--- src/rtl/mem_ctrl_pkg.sv ---
// Shared types and constants for the byte-wide memory controller.
// Holds the FSM state type, request length codes and the length-to-byte-count helper.
package mem_ctrl_pkg;

    typedef enum logic [1:0] {
        StIdle,
        StIfRd,
        StMmRd,
        StMmWr
    } state_e;

    localparam logic [1:0] LEN_B = 2'd0;
    localparam logic [1:0] LEN_H = 2'd1;
    localparam logic [1:0] LEN_W = 2'd2;

    localparam logic [1:0] IO_HI = 2'b11;

    // The illegal code 3 is treated as a full word.
    function automatic logic [2:0] len_bytes(input logic [1:0] len);
        logic [2:0] n;
        case (len)
            LEN_B:   n = 3'd1;
            LEN_H:   n = 3'd2;
            LEN_W:   n = 3'd4;
            default: n = 3'd4;
        endcase
        return n;
    endfunction

endpackage

--- src/rtl/mem_ctrl_arb.sv ---
// Request arbitration for the memory controller: the MEM stage wins over fetch,
// and a fetch request that arrives together with a flush is dropped.
module mem_ctrl_arb (
    input  logic if_req_i,
    input  logic if_flush_i,
    input  logic mm_req_i,
    output logic grant_if_o,
    output logic grant_mm_o
);

    always_comb begin
        grant_mm_o = mm_req_i;
        grant_if_o = if_req_i & ~if_flush_i & ~mm_req_i;
    end

endmodule

--- src/rtl/mem_ctrl.sv ---
// Byte-wide external memory sequencer shared by instruction fetch and the MEM stage.
// Build option MEM_CTRL_IO_WAIT_EN: throttle I/O-space stores on io_buffer_full.
module mem_ctrl
    import mem_ctrl_pkg::*;
#(
    parameter int unsigned ADDR_W = 32,
    parameter logic [1:0]  IO_HI  = mem_ctrl_pkg::IO_HI
) (
    input  logic              clk_in,
    input  logic              rst_in,
    input  logic              rdy_in,
    input  logic              if_req,
    input  logic [ADDR_W-1:0] if_addr,
    input  logic              if_flush,
    output logic              if_done,
    output logic [31:0]       if_inst,
    input  logic              mm_req,
    input  logic              mm_we,
    input  logic [1:0]        mm_len,
    input  logic [ADDR_W-1:0] mm_addr,
    input  logic [31:0]       mm_wdata,
    output logic              mm_done,
    output logic [31:0]       mm_rdata,
    output logic              stall_req,
    input  logic [7:0]        mem_din,
    output logic [7:0]        mem_dout,
    output logic [ADDR_W-1:0] mem_a,
    output logic              mem_wr,
    input  logic              io_buffer_full
);

`ifdef MEM_CTRL_IO_WAIT_EN
    localparam bit IoWaitEn = 1'b1;
`else
    localparam bit IoWaitEn = 1'b0;
`endif

    state_e              state_q;
    logic [ADDR_W-1:0]   base_q;
    logic [1:0]          last_q;
    logic [1:0]          cnt_q;
    logic                issued_q;
    logic [23:0]         buf_q;
    logic [31:0]         wdata_q;
    logic [ADDR_W-1:0]   mem_a_q;
    logic [7:0]          mem_dout_q;
    logic                mem_wr_q;
    logic                if_done_q;
    logic                mm_done_q;
    logic [31:0]         if_inst_q;
    logic [31:0]         mm_rdata_q;

    logic                if_pend;
    logic                mm_pend;
    logic                grant_if;
    logic                grant_mm;
    logic [1:0]          cnt_nxt;
    logic [ADDR_W-1:0]   a_nxt;
    logic                hold_acc;
    logic                hold_cur;
    logic                hold_nxt;
    logic                gap_cur;
    logic [31:0]         rd_word;

    // A requester whose done pulse is out this cycle must not be re-granted.
    assign if_pend = if_req & ~if_done_q;
    assign mm_pend = mm_req & ~mm_done_q;

    mem_ctrl_arb u_arb (
        .if_req_i   (if_pend),
        .if_flush_i (if_flush),
        .mm_req_i   (mm_pend),
        .grant_if_o (grant_if),
        .grant_mm_o (grant_mm)
    );

    assign cnt_nxt = cnt_q + 2'd1;
    assign a_nxt   = base_q + ADDR_W'(cnt_nxt);

    // I/O bytes wait for buffer space and leave a gap behind them for the full flag to catch up.
    assign hold_acc = IoWaitEn & io_buffer_full & mm_we & (mm_addr[17:16] == IO_HI);
    assign hold_cur = IoWaitEn & io_buffer_full & (mem_a_q[17:16] == IO_HI);
    assign hold_nxt = IoWaitEn & io_buffer_full & (a_nxt[17:16] == IO_HI);
    assign gap_cur  = IoWaitEn & (mem_a_q[17:16] == IO_HI);

    always_comb begin
        rd_word = {8'h00, buf_q};
        rd_word[{cnt_q, 3'b000} +: 8] = mem_din;
    end

    always_ff @(posedge clk_in) begin
        if (!rst_in) begin
            state_q    <= StIdle;
            base_q     <= '0;
            last_q     <= '0;
            cnt_q      <= '0;
            issued_q   <= 1'b0;
            buf_q      <= '0;
            wdata_q    <= '0;
            mem_a_q    <= '0;
            mem_dout_q <= '0;
            mem_wr_q   <= 1'b0;
            if_done_q  <= 1'b0;
            mm_done_q  <= 1'b0;
            if_inst_q  <= '0;
            mm_rdata_q <= '0;
        end else if (!rdy_in) begin
            mem_wr_q <= 1'b0;
            issued_q <= 1'b0;
        end else begin
            if_done_q <= 1'b0;
            mm_done_q <= 1'b0;
            mem_wr_q  <= 1'b0;
            unique case (state_q)
                StIdle: begin
                    cnt_q <= '0;
                    buf_q <= '0;
                    if (grant_mm) begin
                        base_q     <= mm_addr;
                        last_q     <= 2'(len_bytes(mm_len) - 3'd1);
                        wdata_q    <= mm_wdata;
                        mem_a_q    <= mm_addr;
                        mem_dout_q <= mm_wdata[7:0];
                        if (mm_we) begin
                            state_q  <= StMmWr;
                            mem_wr_q <= ~hold_acc;
                            issued_q <= ~hold_acc;
                        end else begin
                            state_q  <= StMmRd;
                            issued_q <= 1'b1;
                        end
                    end else if (grant_if) begin
                        base_q   <= if_addr;
                        last_q   <= 2'd3;
                        mem_a_q  <= if_addr;
                        issued_q <= 1'b1;
                        state_q  <= StIfRd;
                    end
                end
                StIfRd, StMmRd: begin
                    if (state_q == StIfRd && if_flush) begin
                        state_q  <= StIdle;
                        issued_q <= 1'b0;
                    end else if (cnt_q == last_q) begin
                        state_q  <= StIdle;
                        issued_q <= 1'b0;
                        if (state_q == StIfRd) begin
                            if_done_q <= 1'b1;
                            if_inst_q <= rd_word;
                        end else begin
                            mm_done_q  <= 1'b1;
                            mm_rdata_q <= rd_word;
                        end
                    end else begin
                        buf_q    <= rd_word[23:0];
                        cnt_q    <= cnt_nxt;
                        mem_a_q  <= a_nxt;
                        issued_q <= 1'b1;
                    end
                end
                StMmWr: begin
                    if (!issued_q) begin
                        if (!hold_cur) begin
                            mem_wr_q <= 1'b1;
                            issued_q <= 1'b1;
                        end
                    end else if (cnt_q == last_q) begin
                        state_q   <= StIdle;
                        issued_q  <= 1'b0;
                        mm_done_q <= 1'b1;
                    end else begin
                        cnt_q      <= cnt_nxt;
                        mem_a_q    <= a_nxt;
                        mem_dout_q <= wdata_q[{cnt_nxt, 3'b000} +: 8];
                        if (gap_cur || hold_nxt) begin
                            issued_q <= 1'b0;
                        end else begin
                            mem_wr_q <= 1'b1;
                            issued_q <= 1'b1;
                        end
                    end
                end
                default: state_q <= StIdle;
            endcase
        end
    end

    assign if_done   = if_done_q;
    assign if_inst   = if_inst_q;
    assign mm_done   = mm_done_q;
    assign mm_rdata  = mm_rdata_q;
    assign stall_req = mm_req & ~mm_done_q;
    assign mem_a     = mem_a_q;
    assign mem_dout  = mem_dout_q;
    assign mem_wr    = mem_wr_q;

endmodule

--- config.mk ---
export PLATFORM = sky130hd
export DESIGN_NAME = mem_ctrl
export DESIGN_NICKNAME = d
export VERILOG_FILES = /design/src/rtl/mem_ctrl_pkg.sv /design/src/rtl/mem_ctrl_arb.sv /design/src/rtl/mem_ctrl.sv
export SDC_FILE = /design/constraint.sdc
export NUM_CORES = 1
export LEC_CHECK = 0
export BUFFER_PORTS_ARGS = -buffer_cell sky130_fd_sc_hd__buf_4
export CORE_UTILIZATION = 56
export CTS_BUF_LIST = sky130_fd_sc_hd__clkbuf_2 sky130_fd_sc_hd__clkbuf_4 sky130_fd_sc_hd__clkbuf_8
export DETAILED_ROUTE_END_ITERATION = 12
export GPL_ROUTABILITY_DRIVEN = 1
export GPL_TIMING_DRIVEN = 0
export PLACE_DENSITY = 0.85
export SYNTH_ARGS = -nofsm -noshare
export SYNTH_HDL_FRONTEND = slang
export SYNTH_SLANG_ARGS = --single-unit
--- constraint.sdc ---
create_clock -name clk_in -period 3.1 [get_ports clk_in]
set_input_delay 0.62 -clock clk_in [delete_from_list [all_inputs] [get_ports clk_in]]
set_output_delay 0.62 -clock clk_in [all_outputs]
set_load 0.05 [all_outputs]
== After elaboration in Yosys (flattened, before gate mapping) ==
Index checks and enable logic that the tools add are counted.
Storage, ports and cells
  output and inout port bits: 108
  flip-flop bits (word level): 202
  bits of input ports: 114
  logic and storage cells: 110
Cells by class
  reduce and logical (&&, ||, !) cells: 17
  mux-type cells: 51
  $add $sub $neg: 4
  equal/unequal tests: 11
  shifts and indexed selects: 3
  bitwise logic cells: 10
Operators with widths (count)
  32-bit two-way mux: 5
  32-bit one-hot mux with 3 select lines: 1
  24-bit two-way mux: 2
  24-bit one-hot mux with 2 select lines: 1
  32-bit by 2-bit adder with 32-bit output: 1
  32-bit bitwise mux: 1
  8-bit by 7-bit variable shift with 32-bit output, first input constant: 1
  32-bit by 6-bit indexed part select with 8-bit output: 1
  8-bit by 7-bit indexed part select with 32-bit output: 1
  2-bit two-way mux: 14
  8-bit two-way mux: 3
  1-bit two-way mux: 17
  8-bit one-hot mux with 2 select lines: 1
  5-bit AND reduction: 3
  2-bit one-hot mux with 3 select lines: 2
  3-bit AND reduction: 4
  2-bit != test, second input constant: 4
  4-bit AND reduction: 2
  5-bit negator with 7-bit output: 1
  1-bit NOT: 6
  2-bit nonzero test: 3
  1-bit AND: 4
  2-bit by 1-bit == test with 1-bit output, second input constant: 2
  2-bit == test, second input constant: 2
  other kinds (12): 14

== Depth between registers and ports, before layout ==
Gate-level depths: netlist (run 1).
  word-level depth: 8
  gate-level depth with buffers: 10
  depth with buffers taken out: 8

== Cells and area by module ==
From an unflattened synthesis (run 1), not the netlist that was laid out.
Unflattened totals
  cells, all modules: 1086
  area total of the unflattened synthesis: 9925.8 um^2
Modules (own cells, without submodules)
  mem_ctrl: area an instance 9905.8 um^2, instances 1, cells each 1084
  mem_ctrl_arb: area an instance 20.0 um^2, instances 1, cells each 2

== Worst setup path before layout (run 1) ==
Ideal clock, no wire load.
  kind: reg-to-reg
  start point: register cnt_q[0]
  end point: register mem_a_q[26], in the netlist mem_a[26]
  setup time: 132 ps
  arrival time: 2415 ps
  required time: 2968 ps
  path slack: 553 ps
  clock period less this slack: 2547 ps
  cell stages (with the launch flop): 11
  cell sequence: dfxtp_1 > buf_4 > inv_2 > ha_1 > fa_1 > nand4_1 > or3_1 > clkbuf_1 > o31a_1 > o21ai_1 > a21oi_1
Between the ends
  cells in the longest elaborated chain, start to end: 5
  elaborated cells between the ends (all ways): 7
  those cells by class: 2 x add/sub; 1 x eq/ne; 4 x mux
Ends and longest elaborated chain
  start: declaration: line mem_ctrl.sv:41  | logic [1:0] cnt_q;
  start signal: assignment: line mem_ctrl.sv:156  | cnt_q <= cnt_nxt;
  start signal: assignment: line mem_ctrl.sv:172  | cnt_q <= cnt_nxt;
  2-bit by 1-bit adder with 2-bit output: line mem_ctrl.sv:77  | assign cnt_nxt = cnt_q + 2'd1;
  32-bit by 2-bit adder with 32-bit output: line mem_ctrl.sv:78  | assign a_nxt = base_q + ADDR_W'(cnt_nxt);
  32-bit two-way mux *: line mem_ctrl.sv:144, mem_ctrl.sv:167
  32-bit two-way mux, on equally long branches: line mem_ctrl.sv:162, mem_ctrl.sv:141
  32-bit one-hot mux with 3 select lines *: line mem_ctrl.sv:114  | unique case (state_q)
  end signal: assignment: line mem_ctrl.sv:122  | mem_a_q <= mm_addr;
  end signal: assignment: line mem_ctrl.sv:157  | mem_a_q <= a_nxt;
  end signal: assignment: line mem_ctrl.sv:173  | mem_a_q <= a_nxt;
  end: declaration: line mem_ctrl.sv:45  | logic [ADDR_W-1:0] mem_a_q;
Mark *: on every way between the ends. The rest lies on a longest branch, timed or not. The select of a mux whose other input is x is not followed.
A chain may end at the register's enable or synchronous reset.

== Worst setup path in the final report (run 1) ==
  start point: register cnt_q[0]
  end point: register mem_a_q[29], in the netlist mem_a[29]
The elaborated chain is that of the path after synthesis.

==> results.cfg, run 1 <==
[status]
outcome = finished, final reports clean

[setup_path]
worst-setup-path-type = flip-flop to flip-flop
worstPathRequired_ps = 3470
crit_arrival_ps = 3310
worstReg2RegStart = cnt_q[0]$_SDFFE_PN0P_
path_max_fanout = 10
path_buf_inv = 2
cp_slowest_stage_delay_ps = 660
r2r-end = mem_a[29]$_SDFFE_PN0P_
crit_path_cell_trace = buf_6 > inv_2 > ha_2 > ha_1 > a21oi_1 > nor4_2 > and4_1 > nand4b_1 > o211ai_1
r2r_cells = 9
cp-start-kind = flip-flop
cp-end-kind = flip-flop
path_delay_family = simple AND/OR/NAND/NOR gates
crit_slowest_cell = nor4_2
r2r_setup_slack_ps = 150

[global_routing]
grt_pass1_wl_mm = 45.7
track_usage = 0.350
grt_max_degree = 11
antenna_found_initial = 0
grt-ovfl-total = 0
grt_pass1_vias = 8715

[logic_synthesis]
synth-edff-count = 0
synth_cell_type_count = 65
synth_cells = 1078
yosysSeqAreaShare = 0.439
ys_ff_latch = 202
synth-async-reset-ratio = 0
syn-num-nets = 1204
yosysWarningCount = 0
syn-cell-area_um2 = 9220
syn_avg_cell_area_um2 = 8.55
ys.flop_type = dfxtp_1

[drt]
drc_errors = 0
first_pass_iters = 5
wl_mm = 29.8
vias = 9408
wl_per_cell_um = 18.9
ant_nets = 0
via_per_inst = 5.98
drt_iter0_drc = 886

[sta]
fmax_mhz = 340
rsz0062_at_grt = no
fin_crit_sh = 0.950
maxSlewHeadroom = 0.439
fin_crit_ps = 2950
finalSetupViolations = 0
setup_ws_ps = 155
fin_skew_ps = 22.5
worstMarginPinSlew_ps = 842
hold_viol = 0
drv_slew = 0

[clocking]
clk_pin_slew_ps = 60
hold_buffers = 0
cts.sinks = 202
clkLatencyLatePin_ps = 520
cts.htree.levels = 2
cts_tree = yes
root_buffer = clkbuf_8
cts_buffers = 34
cts_buffer_depth = 3
cts_setup_buffers = 0

[floorplanning]
coreArea_um2 = 16000
die-area_um2 = 17000
row_count = 46
ios = 222
initial_utilization = 0.576
die_w_um = 130
die_h_um = 130

[place]
post-place-ws_ps = -267
gp_congestion = 0.919
place_hpwl_mm = 21.5
numPortBuffers = 220

[layout]
syn2layout_area_growth_pct = 29.0
drive_gt1_frac = 0.272
multiInputGateArea_um2 = 4770
seqCellArea_um2 = 4050
nFillCells = 1270
final_util = 0.743
nNetsFinal = 1460
antennaDiodeCount = 0

[job]
maxCapViolations = 0

[min_path]
hp-start = mm_wdata[21]
worstHoldPathType = primary input to flip-flop
whs_path_depth = 3
whs_endpoint = wdata_q[21]$_SDFFE_PN0P_

[power_and_ir_drop]
ir_drop_uv = 322
pwr_density_cell_nw_per_um2 = 576
fin_total_pwr_mw = 6.85
leakage_nw = 4.76
-- Yosys cell counts, types with 3 or more instances --
cell type | instances | area [um2]
nor4_1 | 10 | 62.6
inv_1 | 9 | 33.8
or4_1 | 3 | 22.5
or3_1 | 4 | 25.0
o21ai_0 | 39 | 195
mux2_2 | 9 | 101
dfxtp_1 | 202 | 4040
a31oi_1 | 3 | 18.8
nor2_1 | 103 | 387
xor2_1 | 12 | 105
o31a_1 | 3 | 26.3
o221a_2 | 5 | 56.3
o21ai_1 | 5 | 25.0
nor3_1 | 9 | 45.0
o211ai_1 | 18 | 135
nor2b_1 | 26 | 163
mux4_2 | 8 | 180
clkbuf_1 | 45 | 169
and3_1 | 6 | 37.5
ha_1 | 11 | 138
nand2_1 | 162 | 608
buf_1 | 4 | 15.0
and4_1 | 4 | 35.0
mux2i_1 | 32 | 320
a211oi_1 | 63 | 473
nand2b_1 | 6 | 37.5
a31o_2 | 4 | 35.0
buf_4 | 5 | 37.5
xnor2_1 | 8 | 70.1
buf_2 | 26 | 130
nand3_1 | 50 | 250
a211oi_2 | 10 | 125
o31ai_1 | 6 | 45.0
a21oi_1 | 105 | 526
nor3_2 | 3 | 30.0
nand4_1 | 18 | 113
-- final cells by class --
cell class,count,area share
clock buffers,54,0.0562
plain buffers,82,0.0318
repair buffers,220,0.139
flip-flops and latches,202,0.340
clock inverters,6,0.00537
multi-input cells,783,0.401
inverters,11,0.00347
well taps,216,0.0227
-- kinds of logic (layout without fill, tap and decap cells) --
| group | Yosys count | after routing | share of synthesized area |
|---|---|---|---|
| flip-flops | 202 | 202 | 0.439 |
| XOR/XNOR | 20 | 20 | 0.0190 |
| adder cells (fa/ha/maj) | 12 | 12 | 0.0171 |
| AND/OR/NAND/NOR | 426 | 426 | 0.221 |
| AO/OA/AOI/OAI | 276 | 276 | 0.194 |
| buffers and inverters | 93 | 373 | 0.0451 |
| multiplexers | 49 | 49 | 0.0653 |
-- flip-flops by register name, summed over array words and instances, names as in the netlist --
name      flops
if_inst      32
mm_rdata     32
mm_done       1
mem_wr        1
issued_q      1
cnt_q         2
last_q        2
mem_dout      8
buf_q        24
if_done       1
mem_a        32
state_q       2
wdata_q      32
base_q       32
-- how the worst max path moves through the flow --
stage | start | end | slack, ps | cells past startpoint
floorplan | cnt_q[0]$_SDFFE_PN0P_ | mem_a[26]$_SDFFE_PN0P_ | 550 | 10
global placement | cnt_q[0]$_SDFFE_PN0P_ | mem_a[29]$_SDFFE_PN0P_ | -200 | 9
detailed placement | cnt_q[0]$_SDFFE_PN0P_ | mem_a[29]$_SDFFE_PN0P_ | -270 | 9
CTS | cnt_q[0]$_SDFFE_PN0P_ | mem_a[26]$_SDFFE_PN0P_ | 1 | 10
global route | cnt_q[0]$_SDFFE_PN0P_ | mem_a[15]$_SDFFE_PN0P_ | 10 | 9
finish | cnt_q[0]$_SDFFE_PN0P_ | mem_a[29]$_SDFFE_PN0P_ | 150 | 9
-- where the power goes --
part	leakage, nW	total [mW]	internal, mW	switching (mW)
clock network	0.384	2.54	1.46	1.09
logic	2.73	1.41	0.480	0.934
registers	1.65	2.89	2.76	0.131
-- worst min-delay path, cell delays in order --
cell     delay (ps)
buf_4           100
nand2_1          40
a21oi_1          50
-- stage by stage --
step	hold WS, ps	TNS, ps	std cells	cell area (um2)
2_1_floorplan	417	0	1078	9220
3_3_place_gp	426	-488	1514	11100
3_5_place_dp	434	-822	1514	11100
4_1_cts	345	0	1574	11900
5_1_grt	348	0	1574	11900
6_report	356	0	1574	11900
-- what timing repair did --
item	CTS	global route
gates cloned	0	0
resized for setup	2	4
setup endpoints to repair	4	20
hold endpoints to repair	0	0
-- cells in the final DEF, fill, tap and decap left out, types with 8 or more instances in the layout --
master	instances
inv_1	9
nor4_1	9
clkbuf_8	42
xnor2_1	8
nor3_1	8
nand3_1	50
o211ai_1	18
nor2b_1	26
clkbuf_4	12
a211oi_1	63
a211oi_2	10
mux2i_1	32
a21oi_1	105
ha_1	10
mux4_2	8
o21ai_0	39
nor2_1	103
clkbuf_1	45
buf_2	26
xor2_1	12
dfxtp_1	201
mux2_2	9
buf_4	224
nand4_1	18
nand2_1	162
-- layer usage --
layer / up-vias / track usage / routed length, um
li1: 4380 / - / -
met1: 4459 / 0.464 / 12500
met2: 489 / 0.571 / 14000
met3: 80 / 0.0623 / 2480
met4: 0 / 0.126 / 858
met5: - / 0 / 0
Note: power is estimated with default switching activity, not from simulation.
==> inputs of run 2 (changes only) <==
- BUFFER_PORTS_ARGS: -buffer_cell sky130_fd_sc_hd__buf_4 -> -buffer_cell sky130_fd_sc_hd__buf_2
- PLACE_DENSITY: 0.85 -> 0.84
- SYNTH_HIERARCHICAL: unset -> 1
==> run 2 against run 1 <==
Effect of this change: clock-buffer cell count fell by 1; power down 2.0%; core utilization down 4.5 points; largest cell class unchanged; highest routed layer unchanged.
==> results.cfg, run 2 <==
[logic_synthesis]
synth_cells = 1086
synth_cell_type_count = 73
yosysSeqAreaShare = 0.407
ys.flop_type = dfxtp_1
synth_common_cells = 209 x nand2_1, 202 x dfxtp_1, 86 x o211a_1
yosysWarningCount = 6
ys_ff_latch = 202
syn_avg_cell_area_um2 = 9.14
syn-num-nets = 1211
synth-edff-count = 0
synth_top_area_cell = dfxtp_1
synth_top_area_share = 0.407
syn-cell-area_um2 = 9930
synth-async-reset-ratio = 0
synth.area.top_cells = dfxtp_1 41%, o211a_1 8.7%, nand2_1 7.9%, mux2i_1 6.4%, nor2b_1 5.0%
synth_most_common_cell = nand2_1

[place]
place_hpwl_mm = 21.8
placed_area_um2 = 11300
numPlacedInstances = 1529
gp_congestion = 0.961
numPortBuffers = 218

[layout]
antennaDiodeCount = 0
nFillCells = 1374
layoutNonFillerInstCount = 1590
final_common_cell = buf_2
multiInputGateArea_um2 = 5460
drive_gt1_frac = 0.252
seqCellArea_um2 = 4040
syn2layout_area_growth_pct = 21.7
postLayoutCellArea_um2 = 12100
nNetsFinal = 1466
mostFrequentLayoutCells = 240 x buf_2, 209 x nand2_1, 202 x dfxtp_1

[drt]
wl_mm = 29.8
via_per_inst = 5.90
drc_errors = 0
ant_nets = 0
first_pass_iters = 5
drt_iter0_drc = 846
wl_per_cell_um = 18.7
vias = 9376

[sta]
finalSetupTns_ps = 0
fmax_mhz = 340
fin_skew_ps = 18.1
fin_crit_sh = 0.950
holdWs_ps = 334
hold_viol = 0
maxSlewHeadroom = 0.403
drv_slew = 0
worstMarginPinSlew_ps = 894
finalSetupViolations = 0
fin_crit_ps = 2940

[clocking]
cts_setup_buffers = 0
cts_tree = yes
root_buffer = clkbuf_8
cts_buffer_depth = 3
clkLatencyLatePin_ps = 530
clk_pin_slew_ps = 60
cts.sinks = 202
cts.htree.levels = 2
cts_buffers = 35

[floorplanning]
die_h_um = 135
die_w_um = 135
initial_utilization = 0.574
row_count = 48
die-area_um2 = 18300
ios = 222
coreArea_um2 = 17300

[setup_path]
cp-end-kind = flip-flop
worstPathRequired_ps = 3520
cp-start-kind = flip-flop
worst-setup-path-type = flip-flop to flip-flop
path_max_fanout = 10
crit_arrival_ps = 3370

[min_path]
worstHoldPathType = primary input to flip-flop

[global_routing]
grt_pass1_wl_mm = 46.4
track_usage = 0.326
grt-ovfl-total = 0
grt_max_degree = 11
grt_pass1_vias = 8934
antenna_found_initial = 0

[job]
maxCapViolations = 0

[status]
outcome = finished, final reports clean

[power_and_ir_drop]
pwr_density_cell_nw_per_um2 = 556
fin_total_pwr_mw = 6.71
ir_drop_uv = 448
leakage_nw = 5.96
run 2: cell types whose count changed in the layout (fill, tap and decap cells not counted), moves of 47 or more:
cell      delta
a211oi_1    -59
a21boi_1    +53
a21oi_1     -64
buf_2      +214
buf_4      -219
nand2_1     +47
nor2_1      -94
nor2b_1     +53
o211a_1     +86
run 2: power by group:
part	internal (mW)	leakage (nW)	total, mW	switching [mW]
Sequential	2.74	1.64	2.85	0.112
Clock	1.51	0.404	2.63	1.11
Combinational	0.404	3.91	1.23	0.828
Total	4.66	5.96	6.71	2.05
run 2: timing repair:
| action | in CTS | in global routing |
|---|---|---|
| hold buffers | 0 | 0 |
| resized for setup | 0 | 3 |
| endpoints found under the setup margin | 0 | 10 |
run 2: metal layers:
layer | track usage | vias up | wire, um | part of all wire
li1 | - | 4398 | - | -
met1 | 0.406 | 4421 | 12100 | 0.41
met2 | 0.544 | 474 | 13800 | 0.46
met3 | 0.0737 | 83 | 2870 | 0.097
met4 | 0.134 | 0 | 987 | 0.033
met5 | 0 | - | 0 | 0
run 2: path summary, 6_finish.rpt:
path                               from                       end  slack [ps]  depth (start not counted)
setup / recovery   mm_done$_SDFFE_PN0P_   base_q[17]$_SDFFE_PN0P_         160                          8
setup reg to reg   mm_done$_SDFFE_PN0P_   base_q[17]$_SDFFE_PN0P_         160                          8
hold / removal             mm_wdata[10]  wdata_q[10]$_SDFFE_PN0P_         330                          3
hold reg to reg   mem_a[6]$_SDFFE_PN0P_     mem_a[6]$_SDFFE_PN0P_         450                          2
run 2: per-stage QoR:
| stage | utilization | setup slack, ps |
|---|---|---|
| 2_1_floorplan | - | 71.8 |
| 3_3_place_gp | 0.653 | -45.2 |
| 3_5_place_dp | 0.653 | -104 |
| 4_1_cts | 0.697 | 231 |
| 5_1_grt | 0.698 | -4.02 |
| 6_report | 0.698 | 156 |
run 2: kinds of logic (layout without fill, tap and decap cells):
group | Yosys count | in the layout | synth area share
multiplexers | 73 | 73 | 0.0840
flip-flops | 202 | 202 | 0.407
AND/OR/NAND/NOR | 417 | 417 | 0.216
adder cells (fa/ha/maj) | 11 | 11 | 0.0146
AO/OA/AOI/OAI | 260 | 260 | 0.213
XOR/XNOR | 22 | 22 | 0.0202
buffers and inverters | 101 | 380 | 0.0444
run 2: critical path, cell delays in order (launching register included):
cell,delay (ps)
dfxtp_1,350
nor2b_1,320
buf_4,170
clkbuf_1,330
o21ai_1,300
nor2_1,570
clkbuf_1,470
nand2_1,150
o211a_1,170
run 2: area by class of cell:
cell class                 instances  area share
inverter                          11     0.00342
tap                              225      0.0233
timing repair buffer             218      0.0903
clock buffer                      53      0.0573
buffer                            90      0.0330
multi-input combinational        783       0.452
sequential                       202       0.335
clock inverter                     8     0.00590
==> inputs of run 3 (changes only) <==
- PLACE_DENSITY: 0.84 -> 0.82
==> run 3 against run 2 <==
Effect of this change: fmax grew 0.61%; non-clock buffer count is the same; sequential share of layout area up 0.17 points; clock skew up 13 ps; combinational power about the same; first-iteration DRC count fell by 6.9%; core utilization shrank 0.36 points; clock power decreased by 5%; sequential power about the same; cell area down 0.52%; hold slack improved by 7.0 ps; largest cell class unchanged.
==> results.cfg, run 3 (same netlist as run 2, synthesis figures left out) <==
[clocking]
clk_pin_slew_ps = 60
root_buffer = clkbuf_8
cts_buffer_depth = 3
cts_setup_buffers = 0
cts.sinks = 202
cts_buffers = 34
cts.htree.levels = 2
clkLatencyLatePin_ps = 530
cts_tree = yes

[sta]
maxSlewHeadroom = 0.364
drv_slew = 0
hold_viol = 0
worstMarginPinSlew_ps = 946
fmax_mhz = 342
fin_crit_ps = 2930
finalSetupViolations = 0
fin_crit_sh = 0.944
rsz0062_at_grt = no
holdWs_ps = 340
fin_skew_ps = 31.5

[place]
numPlacedInstances = 1529
gp_congestion = 0.971
numPortBuffers = 218
place_hpwl_mm = 21.6
placed_area_um2 = 11300

[setup_path]
cp-start-kind = flip-flop
worstPathRequired_ps = 3490
worstReg2RegStart = cnt_q[0]$_SDFFE_PN0P_
crit_arrival_ps = 3320
r2r_cells = 8
path_max_fanout = 8
worst-setup-path-type = flip-flop to flip-flop
r2r-end = mem_a[29]$_SDFFE_PN0P_
r2r_setup_slack_ps = 170
cp-end-kind = flip-flop

[min_path]
worstHoldPathType = primary input to flip-flop
hp-start = mm_wdata[20]
whs_path_depth = 3
whs_endpoint = wdata_q[20]$_SDFFE_PN0P_

[global_routing]
antenna_found_initial = 0
grt_pass1_wl_mm = 46.3
track_usage = 0.325
grt_pass1_vias = 9002
grt_max_degree = 11
grt-ovfl-total = 0

[layout]
layoutNonFillerInstCount = 1586
antennaDiodeCount = 0
final_common_cell = buf_2
postLayoutCellArea_um2 = 12000
nFillCells = 1391
nNetsFinal = 1465
mostFrequentLayoutCells = 240 x buf_2, 209 x nand2_1, 202 x dfxtp_1
drive_gt1_frac = 0.248
syn2layout_area_growth_pct = 21.1

[power_and_ir_drop]
comb_power_share = 0.186
netSwitchingFraction = 0.303
pwr_density_cell_nw_per_um2 = 547
p_sw_mw = 1.99
p_int_mw = 4.58
fin_total_pwr_mw = 6.57
clkPwrFrac = 0.379
p_seq_frac = 0.435
leakage_nw = 5.95
ir_drop_uv = 355

[floorplanning]
ios = 222
die_w_um = 135
die-area_um2 = 18300
die_h_um = 135
coreArea_um2 = 17300
row_count = 48
initial_utilization = 0.574

[drt]
first_pass_iters = 6
vias = 9342
wl_mm = 29.6
via_per_inst = 5.89
drc_errors = 0
drt_iter0_drc = 788
ant_nets = 0
wl_per_cell_um = 18.7

[job]
maxCapViolations = 0

[status]
outcome = finished, final reports clean
[run 3: cell types whose count changed in the layout (fill, tap and decap cells not counted), sizes merged]
cell / before / now
clkbuf: 111 / 110
clkinv: 5 / 3
inv: 12 / 11
[run 3: critical path: stages (launching register included)]
cell and delay, ps:
dfxtp_1 530, inv_1 210, ha_1 430, ha_1 330, a21oi_2 130, nor4b_1 420, nand4_1 200, a2111oi_0 450
nor3_1 110
[run 3: metrics by stage]
step	setup TNS, ps	worst slack, ps	util
final	0	174	0.695
after global routing	0	27.9	0.695
after CTS	0	137	0.694
after detailed placement	-13.2	-13.2	0.653
after global placement	0	34.0	0.653
after floorplan	0	71.8	-
[run 3: worst max-delay path by stage]
stage / start / endpoint / slack (ps) / depth (start not counted)
after floorplan: mm_req / base_q[16]$_SDFFE_PN0P_ / 70 / 8
after global placement: mm_req / base_q[17]$_SDFFE_PN0P_ / 30 / 9
after detailed placement: mm_req / wdata_q[13]$_SDFFE_PN0P_ / -10 / 9
after CTS: cnt_q[0]$_SDFFE_PN0P_ / mem_a[18]$_SDFFE_PN0P_ / 140 / 8
after global routing: cnt_q[0]$_SDFFE_PN0P_ / mem_a[22]$_SDFFE_PN0P_ / 30 / 8
final: cnt_q[0]$_SDFFE_PN0P_ / mem_a[29]$_SDFFE_PN0P_ / 170 / 8
[run 3: metal layers]
metal  global-route usage  part of all wire  up-vias  wire, um
met5                    0                 0        -         0
met4                0.124             0.030        0       875
met3               0.0550             0.085       72      2520
met2                0.559              0.48      471     14100
met1                0.406              0.41     4401     12100
li1                     -                 -     4398         -
[run 3: power groups by stage]
stage / logic (mW) / clock network [mW] / registers (mW)
after floorplan: 0.592 / 0 / 3.15
after global placement: 1.19 / 0 / 2.90
after detailed placement: 1.21 / 0 / 2.91
after CTS: 1.21 / 2.51 / 2.85
after global routing: 1.31 / 2.62 / 2.87
final: 1.23 / 2.49 / 2.85
[run 3: cell type report]
type / count / area [um2] / share of cell area
clock inverter: 5 / 52.6 / 0.00437
tap: 225 / 282 / 0.0234
inverter: 11 / 41.3 / 0.00344
clock buffer: 52 / 659 / 0.0549
buffer: 90 / 399 / 0.0332
sequential: 202 / 4040 / 0.336
timing repair buffer: 218 / 1090 / 0.0908
multi-input combinational: 783 / 5450 / 0.453
[run 3: timing repair]
action | CTS | global route
hold buffers | 0 | 0
endpoints found under the setup margin | 0 | 1
gates resized for setup | 0 | 1
